[src/rtl/ga23_tile_fetch.sv]
// ga23_tile_fetch -- per-layer tile-row fetch stage of the GA23 video path.
//
// Accepts tile commands from the layer scanner, issues one 32-bit tile ROM
// read per command on an arbiter port, buffers returned rows in a small FIFO
// and streams them out as 4bpp pixels, one per cycle.
//
// Parameters:
//   DEPTH   - buffered tile rows including the one in flight (1..4)
//   TIMEOUT - watchdog limit in clk cycles (GA23_FETCH_TIMEOUT_EN only)
//
// Ports:
//   clk, reset        clock and synchronous active-high reset
//   cmd_*             tile command handshake (code, row, flips, palette)
//   rom_addr/rom_req  byte address and single-cycle request to the arbiter
//   rom_data/rom_rdy  returned row data and its single-cycle valid pulse
//   pix_*             pixel stream (valid/ready, colour, palette, last)
//   err               sticky watchdog timeout flag
//
// Optional feature: define GA23_FETCH_TIMEOUT_EN to enable the WAIT watchdog,
// which substitutes a transparent row when the ROM never answers.
module ga23_tile_fetch #(
   parameter int unsigned DEPTH   = 2,
   parameter int unsigned TIMEOUT = 255
) (
   input  logic        clk,
   input  logic        reset,
   input  logic        cmd_valid,
   output logic        cmd_ready,
   input  logic [16:0] cmd_code,
   input  logic [2:0]  cmd_row,
   input  logic        cmd_hflip,
   input  logic        cmd_vflip,
   input  logic [6:0]  cmd_palette,
   output logic [21:0] rom_addr,
   output logic        rom_req,
   input  logic [31:0] rom_data,
   input  logic        rom_rdy,
   output logic        pix_valid,
   input  logic        pix_ready,
   output logic [3:0]  pix_color,
   output logic [6:0]  pix_palette,
   output logic        pix_last,
   output logic        err
);

   typedef enum logic [1:0] {IDLE, REQ, WAIT} state_t;

   localparam logic [2:0] DEPTH_C  = 3'(DEPTH);
   localparam logic [1:0] LAST_PTR = 2'(DEPTH - 1);

   state_t      state, state_nx;
   logic [39:0] mem [0:3];          // {hflip, palette, row data}
   logic [1:0]  wr_ptr, rd_ptr;
   logic [2:0]  count;
   logic [2:0]  pix_idx;
   logic        hflip_q;
   logic [6:0]  pal_q;
   logic [21:0] addr_q;

   logic        accept, push, pop, to_fire;
   logic [31:0] push_data;
   logic [39:0] head;
   logic [2:0]  nib_sel;

   always_comb begin
      state_nx  = state;
      cmd_ready = 1'b0;
      rom_req   = 1'b0;
      push      = 1'b0;
      push_data = rom_data;
      case (state)
         IDLE: begin
            cmd_ready = !reset && (count < DEPTH_C);
            if (cmd_valid && cmd_ready) state_nx = REQ;
         end
         REQ: begin
            rom_req  = 1'b1;
            state_nx = WAIT;
         end
         WAIT: begin
            if (rom_rdy) begin
               push     = 1'b1;
               state_nx = IDLE;
            end else if (to_fire) begin
               push      = 1'b1;
               push_data = '0;
               state_nx  = IDLE;
            end
         end
         default: state_nx = IDLE;
      endcase
   end

   assign accept   = cmd_valid && cmd_ready;
   assign pix_valid = (count != 3'd0);
   assign pop      = pix_valid && pix_ready && (pix_idx == 3'd7);
   assign rom_addr = addr_q;

   // Unflipped rows start at the top nibble, so invert the index to count down.
   assign head        = mem[rd_ptr];
   assign nib_sel     = head[39] ? pix_idx : ~pix_idx;
   assign pix_color   = pix_valid ? head[{nib_sel, 2'b00} +: 4] : 4'd0;
   assign pix_palette = pix_valid ? head[38:32] : 7'd0;
   assign pix_last    = pix_valid && (pix_idx == 3'd7);

   always_ff @(posedge clk) begin
      if (reset) begin
         state   <= IDLE;
         wr_ptr  <= '0;
         rd_ptr  <= '0;
         count   <= '0;
         pix_idx <= '0;
         hflip_q <= 1'b0;
         pal_q   <= '0;
         addr_q  <= '0;
      end else begin
         state <= state_nx;
         if (accept) begin
            addr_q  <= {cmd_code, cmd_row ^ {3{cmd_vflip}}, 2'b00};
            hflip_q <= cmd_hflip;
            pal_q   <= cmd_palette;
         end
         if (push) wr_ptr <= (wr_ptr == LAST_PTR) ? 2'd0 : wr_ptr + 2'd1;
         if (pop)  rd_ptr <= (rd_ptr == LAST_PTR) ? 2'd0 : rd_ptr + 2'd1;
         case ({push, pop})
            2'b10:   count <= count + 3'd1;
            2'b01:   count <= count - 3'd1;
            default: count <= count;
         endcase
         // 3-bit index wraps from 7 to 0 together with the pop.
         if (pix_valid && pix_ready) pix_idx <= pix_idx + 3'd1;
      end
   end

   always_ff @(posedge clk) begin
      if (push) mem[wr_ptr] <= {hflip_q, pal_q, push_data};
   end

`ifdef GA23_FETCH_TIMEOUT_EN
   localparam logic [7:0] TO_LAST = 8'(TIMEOUT - 1);

   logic [7:0] wait_cnt;

   // Counter holds k during the (k+1)th WAIT cycle; fires on the TIMEOUT-th.
   always_ff @(posedge clk) begin
      if (reset)              wait_cnt <= '0;
      else if (state == REQ)  wait_cnt <= '0;
      else if (state == WAIT) wait_cnt <= wait_cnt + 8'd1;
   end

   assign to_fire = (state == WAIT) && (wait_cnt == TO_LAST);

   always_ff @(posedge clk) begin
      if (reset)                     err <= 1'b0;
      else if (to_fire && !rom_rdy)  err <= 1'b1;
   end
`else
   assign to_fire = 1'b0;
   assign err     = 1'b0;
`endif

endmodule

[config.mk]
export PLATFORM = sky130hd
export DESIGN_NAME = ga23_tile_fetch
export DESIGN_NICKNAME = d
export VERILOG_FILES = /design/src/rtl/ga23_tile_fetch.sv
export SDC_FILE = /design/constraint.sdc
export NUM_CORES = 1
export LEC_CHECK = 0
export BUFFER_PORTS_ARGS = -buffer_cell sky130_fd_sc_hd__buf_4
export CORE_UTILIZATION = 60
export CTS_BUF_LIST = sky130_fd_sc_hd__clkbuf_2 sky130_fd_sc_hd__clkbuf_4 sky130_fd_sc_hd__clkbuf_8
export DETAILED_ROUTE_END_ITERATION = 8
export HOLD_SLACK_MARGIN = 0.06
export PLACE_DENSITY = 0.82
export SYNTH_ARGS = -nofsm -noshare
export SYNTH_HDL_FRONTEND = slang
export SYNTH_SLANG_ARGS = --single-unit
[constraint.sdc]
create_clock -name clk -period 5.5 [get_ports clk]
set_clock_uncertainty 0.15 [all_clocks]
set_input_delay 0.825 -clock clk [delete_from_list [all_inputs] [get_ports clk]]
set_output_delay 0.825 -clock clk [all_outputs]
set_load 0.01 [all_outputs]
==> results of run 1 <==
kinds of logic after synthesis:
logic type,Yosys count
adders and majority gates,4
other,1
DFF,202
AOI/OAI and AO/OA,58
xor gates and xnor gates,8
muxes,59
buffers and inverters,39
and+or+nand+nor,107
layer usage:
layer / part of all wire (%) / track usage [%] / vias to the layer above
met5: 0 / 0 / -
met4: 2.0 / 8.09 / 0
met3: 7.2 / 5.23 / 31
met2: 50 / 39.2 / 186
met1: 41 / 31.6 / 2348
li1: - / - / 2081
synthesized netlist by cell type (all sizes together), types with 2 or more instances:
cell    count
edfxtp    160
nand2      55
mux4       46
dfxtp      42
a21oi      33
buf        19
nor2       13
clkbuf     11
inv         9
and2        8
mux2i       7
nand3b      7
nor3        7
mux2        6
xnor2       5
o211ai      4
o21ai       4
a211oi      3
a311oi      3
a31oi       3
and3        3
ha          3
nand2b      3
nand3       3
o221a       3
o311a       3
xor2        3
and3b       2
nor3b       2
through the flow:
stage	hold WS (ns)	worst slack, ns	power, mW
2_1_floorplan	0.271	0.786	1.76
3_3_place_gp	0.293	1.93	1.83
3_5_place_dp	0.295	1.91	1.83
4_1_cts	0.294	1.30	3.13
5_1_grt	0.295	1.16	3.20
6_report	0.306	1.35	3.11
critical path, cell delays in order (launching register included):
cell and delay [ns]:
dfxtp_1 0.74, buf_4 0.49, mux4_2 0.38, mux4_2 0.49, o211ai_1 0.20, a21oi_1 0.13
buf_4 0.19
sequential cells by signal (all words and copies together) (netlist names), named ones only:
signal / flops
count: 3
wr_ptr: 2
mem: 160
rd_ptr: 2
rom_addr: 20
state: 2
pal_q: 7
pix_idx: 3
hflip_q: 1
power breakdown:
group	leakage [nW]	switching (mW)	internal [mW]
Clock	0.356	0.550	0.755
Sequential	1.78	0.0116	1.66
Combinational	1.17	0.0642	0.0627
layout make-up:
cell class                      count  area (µm²)  share of cell area (%)
Inverter                            9        33.8                   0.353
Multi-Input combinational cell    239        2200                    23.0
Tap cell                          172         215                    2.25
Clock buffer                       45         563                    5.88
Clock inverter                     11         113                    1.18
Timing Repair Buffer              107         803                    8.39
Sequential cell                   202        5650                    59.0
path summary, 6_finish.rpt:
| path | startpoint | end | slack [ns] | cells past startpoint |
|---|---|---|---|---|
| min | rd_ptr[1] | rd_ptr[1] | 0.31 | 2 |
| max reg2reg | pix_idx[1] | count[2] | 2.30 | 9 |
| min reg2reg | rd_ptr[1] | rd_ptr[1] | 0.31 | 2 |
| max | flip-flop | pix_color[0] | 1.35 | 6 |
==> impl_metrics.json, run 1 <==
{
  "yosys-top-cells-area": "edfxtp_1, mux4_2, dfxtp_1",
  "synth_top_family_by_area": "multiplexers",
  "final.fill_count": 765,
  "routedWlPerCell_um": 20.1,
  "yosysUniqueCellTypes": 42,
  "critPathMaxFanout": 26,
  "routabilityCongestion": 0.804,
  "relSlewSlack_pct": 28.6,
  "cts_resized": 0,
  "endpoint_kind": "output port",
  "synthSimpleGateAreaFrac_pct": 6.28,
  "root_buffer": "clkbuf_8",
  "clk_pin_slew_ns": 0.06,
  "portBuffers": 100,
  "synth.cell_area_um2": 8020,
  "cts_max_level": 1,
  "power_density_nw_per_um2": 325,
  "min-delay-path-class": "reg -> reg",
  "yosysTopAreaCell": "edfxtp_1",
  "antenna_found_initial": 0,
  "layout_commonest_cell": "edfxtp_1",
  "yosys-mux-area-fraction_pct": 14.6,
  "synth_xor_area_share_pct": 0.873,
  "ys.warnings.count": 0,
  "required_ns": 4.53,
  "grt_pass1_vias": 4897,
  "max_freq_mhz": 241,
  "drv_slew": 0,
  "clock_latency_ns": 0.55,
  "cts_setup_buffers": 0,
  "synth_adder_area_share_pct": 0.717,
  "gr-total-overflow": 0,
  "irDropWorstVdd_v": 0.000187,
  "grt_max_degree": 41,
  "avgSynthCellArea_um2": 16.8,
  "dpl.hpwl_um": 10200,
  "die_w_um": 118,
  "cts_tree": "done",
  "start_util_pct": 62.6,
  "postPlaceCellArea_um2": 8900,
  "final_area_um2": 9570,
  "leakagePower_nw": 3.31,
  "cts_sinks": 202,
  "synth-compound-area-share_pct": 4.51,
  "instances_no_fill": 785,
  "avgViaCountPerCell": 5.92,
  "cts_buffers": 30,
  "worstMarginPinSlew_ns": 1.07,
  "io_pins": 104,
  "nets": 659,
  "die_area_um2": 13800,
  "drtPass1Iterations": 5,
  "coreArea_um2": 12800,
  "synth_ff_type": "edfxtp_1",
  "status": "finished clean",
  "std_cell_rows": 41,
  "worstSetupPathType": "reg -> out",
  "ant_nets": 0,
  "timing.max_cap.violations": 0,
  "yosysSeqAreaShare_pct": 70.4,
  "clock_path_buffers": 3,
  "wl_um": 15800,
  "area_growth_pct": 19.3,
  "final_cell_mix": "edfxtp_1, buf_4, nand2_1, mux4_2, dfxtp_1",
  "route.detailed.drc": 0,
  "rsz0062_at_grt": "false",
  "start_kind": "flip-flop",
  "drtIter0Drc": 379,
  "synth_cells": 478,
  "grt_pass1_wl_um": 25300,
  "synth_edf_count": 160,
  "setup_violations": 0,
  "fin_util_pct": 74.6,
  "final_layout_size_suffix_gt1_share_pct": 36.2,
  "ys_seq_elements": 202,
  "cts-hold-fix-buffers": 0,
  "min_period_ns": 4.15,
  "die_h_um": 118,
  "cp.arrival_ns": 3.18,
  "finalSetupTns_ns": 0,
  "diodes": 0,
  "vias": 4646,
  "hold_violations": 0,
  "min_period_over_period_pct": 75.5,
  "async_reset_ff_share_pct": 0,
  "synth_top_area_share_pct": 59.9,
  "grt_usage_pct": 23.8,
  "dpl.cell_count": 729
}
(Power assumes the default switching activity.)
==> inputs of run 2 (changes only) <==
--- a/config.mk
+++ b/config.mk
@@ -6,11 +6,11 @@
 export NUM_CORES = 1
 export LEC_CHECK = 0
 export BUFFER_PORTS_ARGS = -buffer_cell sky130_fd_sc_hd__buf_4
-export CORE_UTILIZATION = 60
+export CORE_UTILIZATION = 54
 export CTS_BUF_LIST = sky130_fd_sc_hd__clkbuf_2 sky130_fd_sc_hd__clkbuf_4 sky130_fd_sc_hd__clkbuf_8
 export DETAILED_ROUTE_END_ITERATION = 8
 export HOLD_SLACK_MARGIN = 0.06
-export PLACE_DENSITY = 0.82
+export PLACE_DENSITY = 0.78
 export SYNTH_ARGS = -nofsm -noshare
 export SYNTH_HDL_FRONTEND = slang
 export SYNTH_SLANG_ARGS = --single-unit
==> constraint.sdc (replaced) <==
create_clock -name clk -period 3.8 [get_ports clk]
set_clock_uncertainty 0.15 [all_clocks]
set_input_delay 0.57 -clock clk [delete_from_list [all_inputs] [get_ports clk]]
set_output_delay 0.57 -clock clk [all_outputs]
set_load 0.01 [all_outputs]
==> impl_metrics.json, run 2 (synthesized netlist as in run 1, its figures left out) <==
{
  "power_density_nw_per_um2": 471,
  "start_kind": "flip-flop",
  "rsz0062_at_grt": "false",
  "vias": 4667,
  "seq_power_share_pct": 52.8,
  "final-seq-area_um2": 5650,
  "area_growth_pct": 21.5,
  "wl_um": 15900,
  "setup_violations": 0,
  "min_period_ns": 3.57,
  "gr-total-overflow": 0,
  "min_period_over_period_pct": 94.0,
  "wl_met2_um": 7890,
  "grt_usage_pct": 21.9,
  "cts_buffers": 34,
  "leakagePower_nw": 3.39,
  "cp_slowest_stage_delay_ns": 0.56,
  "crit_path_frequent_cell": "buf_4",
  "clk_pin_slew_ns": 0.06,
  "io_pins": 104,
  "cp.arrival_ns": 2.85,
  "dpl.cell_count": 751,
  "coreArea_um2": 14500,
  "combPwrFrac_pct": 4.0,
  "cts_resized": 0,
  "multi_input_area_um2": 2210,
  "clock_latency_ns": 0.49,
  "drv_slew": 0,
  "swShare_pct": 20.1,
  "grt_max_degree": 41,
  "max_freq_mhz": 280,
  "final_layout_size_suffix_gt1_share_pct": 37.6,
  "clkPwrFrac_pct": 43.1,
  "endpoint_kind": "output port",
  "ant_nets": 0,
  "required_ns": 3.08,
  "top_register": "mem",
  "dpl.hpwl_um": 10000,
  "drtIter0Drc": 371,
  "die_w_um": 124,
  "irDropWorstVdd_v": 0.000293,
  "final.fill_count": 1002,
  "diodes": 0,
  "grt_pass1_wl_um": 25000,
  "routabilityCongestion": 0.772,
  "wl_met3_um": 1050,
  "layout_commonest_cell": "edfxtp_1",
  "relSlewSlack_pct": 53.8,
  "final_cell_mix": "edfxtp_1, buf_4, nand2_1, mux4_2, clkbuf_8",
  "worstSetupPathType": "reg -> out",
  "avgViaCountPerCell": 5.75,
  "die_area_um2": 15400,
  "routedWlPerCell_um": 19.6,
  "path_cells": "buf_4 -> mux4_2 -> buf_4 -> mux4_2 -> a32oi_1 -> o211ai_1 -> buf_4",
  "die_h_um": 124,
  "cts-hold-fix-buffers": 0,
  "largest_register_ffs": 160,
  "instances_no_fill": 812,
  "grt_pass1_vias": 4906,
  "cts_setup_buffers": 0,
  "antenna_found_initial": 0,
  "cts_sinks": 202,
  "hold_violations": 0,
  "cts_max_level": 2,
  "critical-path-top-delay-family": "multiplexers",
  "cts_tree": "done",
  "drtPass1Iterations": 5,
  "min-delay-path-class": "in -> reg",
  "routed.top_layer": "met4",
  "clock_path_buffers": 3,
  "wl_met1_um": 6580,
  "worstMarginPinSlew_ns": 0.692,
  "critPathMaxFanout": 25,
  "nets": 673,
  "finalSetupTns_ns": 0,
  "start_util_pct": 55.2,
  "p_int_mw": 3.67,
  "root_buffer": "clkbuf_8",
  "cp_slowest_cell": "mux4_2",
  "switchingPower_uw": 923,
  "std_cell_rows": 44,
  "cp_num_buf_inv": 3,
  "status": "finished clean",
  "timing.max_cap.violations": 0,
  "portBuffers": 100,
  "route.detailed.drc": 0
}
[run 2: cell count changes in the layout (fill, tap and decap cells not counted), moves of 2 or more]
cell / previous run / this run
buf_4: 107 / 115
clkbuf_8: 36 / 42
buf_12: 0 / 2
inv_6: 2 / 0
[run 2: path summary, 6_finish.rpt]
kind	end	slack, ns	cells past startpoint	startpoint
setup / recovery	pix_color[2]	0.23	7	flip-flop
hold / removal	mem[2][29]	0.12	1	rom_data[29]
setup reg to reg	count[2]	1.16	10	count[0]
hold reg to reg	flip-flop	0.30	2	rd_ptr[1]
[run 2: layout make-up]
class                      instances  share of cell area [%]
clock buffer                      52                    6.70
clock inverter                     9                   0.706
timing repair buffer             117                    9.27
sequential                       202                    57.9
tap                              184                    2.36
multi-input combinational        239                    22.7
inverter                           9                   0.347
[run 2: worst reg2reg max path: cells and delay by family (launching register included)]
family                   cells  cell delay, ns
AND/OR/NAND/NOR              3            0.69
buffers and inverters        3            0.43
XOR/XNOR                     1            0.16
flip-flops                   1            0.38
AO/OA/AOI/OAI                1            0.14
adder cells (fa/ha/maj)      2            0.61
[run 2: metal layers]
layer,vias to the layer above,track usage [%]
met5,-,0
met1,2335,28.5
met3,32,4.62
met4,0,7.59
li1,2112,-
met2,188,36.8
[run 2: power groups by stage]
stage,Combinational (mW),Sequential (mW),Clock [mW]
after floorplan,0.0734,2.47,0
after global placement,0.179,2.47,0
after detailed placement,0.185,2.47,0
after CTS,0.186,2.42,2.02
after global routing,0.203,2.43,2.11
final,0.186,2.42,1.98
[run 2: stage by stage]
step	utilization [%]	cell area, µm²	setup WS [ns]	power (mW)	hold slack [ns]
floorplan	-	8040	0.670	2.55	0.271
global placement	62.1	9020	0.859	2.65	0.284
detailed placement	62.1	9020	0.805	2.66	0.288
CTS	67.1	9750	0.257	4.63	0.110
global route	67.1	9750	0.111	4.74	0.111
finish	67.1	9750	0.227	4.59	0.123
==> inputs of run 3 (changes only) <==
--- a/config.mk
+++ b/config.mk
@@ -6,11 +6,11 @@
 export NUM_CORES = 1
 export LEC_CHECK = 0
 export BUFFER_PORTS_ARGS = -buffer_cell sky130_fd_sc_hd__buf_4
-export CORE_UTILIZATION = 54
+export CORE_UTILIZATION = 50
 export CTS_BUF_LIST = sky130_fd_sc_hd__clkbuf_2 sky130_fd_sc_hd__clkbuf_4 sky130_fd_sc_hd__clkbuf_8
 export DETAILED_ROUTE_END_ITERATION = 8
 export HOLD_SLACK_MARGIN = 0.06
-export PLACE_DENSITY = 0.78
+export PLACE_DENSITY = 0.73
 export SYNTH_ARGS = -nofsm -noshare
 export SYNTH_HDL_FRONTEND = slang
 export SYNTH_SLANG_ARGS = --single-unit
==> impl_metrics.json, run 3 (synthesized netlist as in run 1, its figures left out) <==
{
  "layout_commonest_cell": "edfxtp_1",
  "start_util_pct": 52.0,
  "diodes": 0,
  "endpoint_kind": "output port",
  "drv_slew": 0,
  "rsz0062_at_grt": "false",
  "power_density_nw_per_um2": 450,
  "use_met2_pct": 34.6,
  "drtIter0Drc": 329,
  "area_growth_pct": 24.5,
  "status": "finished clean",
  "min-delay-path-class": "in -> reg",
  "worstMarginPinSlew_ns": 0.769,
  "required_ns": 3.08,
  "grt_pass1_vias": 4866,
  "io_pins": 104,
  "final_layout_size_suffix_gt1_share_pct": 34.5,
  "wl_um": 15800,
  "top_usage_layer": "met2",
  "ant_nets": 0,
  "antenna_found_initial": 0,
  "fin_util_pct": 64.8,
  "worstSetupPathType": "reg -> out",
  "final_cell_mix": "edfxtp_1, buf_4, nand2_1, mux4_2, dfxtp_1",
  "cts_buffers": 31,
  "cts_resized": 0,
  "clock_latency_ns": 0.54,
  "timing.max_cap.violations": 0,
  "cts_sinks": 202,
  "nets": 698,
  "min_period_over_period_pct": 90.9,
  "critPathMaxFanout": 29,
  "grt_pass1_wl_um": 25200,
  "leakagePower_nw": 3.47,
  "largest_register_ffs": 160,
  "portBuffers": 100,
  "relSlewSlack_pct": 48.6,
  "setup_violations": 0,
  "dpl.hpwl_um": 9910,
  "cp.arrival_ns": 2.74,
  "clock_path_buffers": 3,
  "hold_violations": 0,
  "drtPass1Iterations": 4,
  "start_kind": "flip-flop",
  "die_w_um": 129,
  "grt_usage_pct": 20.1,
  "clk_pin_slew_ns": 0.06,
  "route.detailed.drc": 0,
  "cts_max_level": 1,
  "std_cell_rows": 45,
  "irDropWorstVdd_v": 0.000345,
  "vias": 4661,
  "gr-total-overflow": 0,
  "routabilityCongestion": 0.753,
  "top_register": "mem",
  "die_area_um2": 16600,
  "die_h_um": 129,
  "coreArea_um2": 15400,
  "grt_max_degree": 41,
  "cts_tree": "done",
  "min_period_ns": 3.46,
  "grt_util_met1_pct": 26.1,
  "finalSetupTns_ns": 0,
  "max_freq_mhz": 289,
  "avgViaCountPerCell": 5.40,
  "whs_ns": 0.105,
  "use_met3_pct": 3.99,
  "root_buffer": "clkbuf_8",
  "routedWlPerCell_um": 18.3
}
run 3: changes by cell type in the layout (fill, tap and decap cells not counted):
| cell | change |
|---|---|
| clkinvlp_4 | -1 |
| clkbuf_4 | -3 |
| clkinv_1 | +4 |
| dlygate4sd3_1 | +31 |
| inv_8 | +1 |
| buf_4 | -2 |
| clkbuf_8 | -7 |
| buf_12 | -1 |
| clkinv_2 | +1 |
| bufinv_16 | +1 |
run 3: metal layers:
metal / up-vias / part of all wire (%) / routed length [µm]
met5: - / 0 / 0
met4: 0 / 1.7 / 261
met3: 22 / 6.7 / 1050
met2: 194 / 51 / 8060
met1: 2287 / 41 / 6400
li1: 2158 / - / -
run 3: what timing repair did:
| item | 4_1_cts | 5_1_grt |
|---|---|---|
| hold endpoints to repair | 107 | 3 |
| buffers inserted | 0 | 0 |
| setup endpoints to repair | 0 | 0 |
| hold buffers | 29 | 2 |
run 3: power breakdown:
part / switching (mW) / internal (mW) / total [mW] / leakage (nW)
Combinational: 0.0965 / 0.113 / 0.209 / 1.33
Clock: 0.805 / 1.05 / 1.86 / 0.349
Sequential: 0.0166 / 2.41 / 2.43 / 1.78
run 3: critical path, cell delays in order, from the launching register on:
cell and delay [ns]:
dfxtp_2 0.38, buf_12 0.26, mux4_2 0.56, mux4_2 0.47, o211ai_1 0.18, a21oi_1 0.12, buf_4 0.20
run 3: layout make-up:
cell class / instances / area, µm²
clock inverter: 15 / 123
inverter: 9 / 33.8
timing repair buffer: 145 / 1180
multi-input combinational: 239 / 2210
fill: 1087 / 5440
clock buffer: 42 / 534
sequential: 202 / 5650
tap: 211 / 264
run 3: final timing paths:
| kind | startpoint | to | slack (ns) | depth (start not counted) |
|---|---|---|---|---|
| setup / recovery | flip-flop | pix_color[0] | 0.34 | 6 |
| hold reg to reg | rd_ptr[1] | rd_ptr[1] | 0.30 | 2 |
| hold / removal | rom_data[7] | mem[1][7] | 0.11 | 1 |
| setup reg to reg | pix_idx[0] | count[2] | 0.85 | 9 |
run 3: through the flow:
step / instance area [µm²] / std cells / setup slack, ns / power [mW]
2_1_floorplan: 8040 / 480 / 0.670 / 2.55
3_3_place_gp: 9020 / 775 / 0.913 / 2.65
3_5_place_dp: 9020 / 775 / 0.866 / 2.66
4_1_cts: 9970 / 861 / 0.267 / 4.53
5_1_grt: 9990 / 863 / 0.172 / 4.66
6_report: 9990 / 863 / 0.344 / 4.49
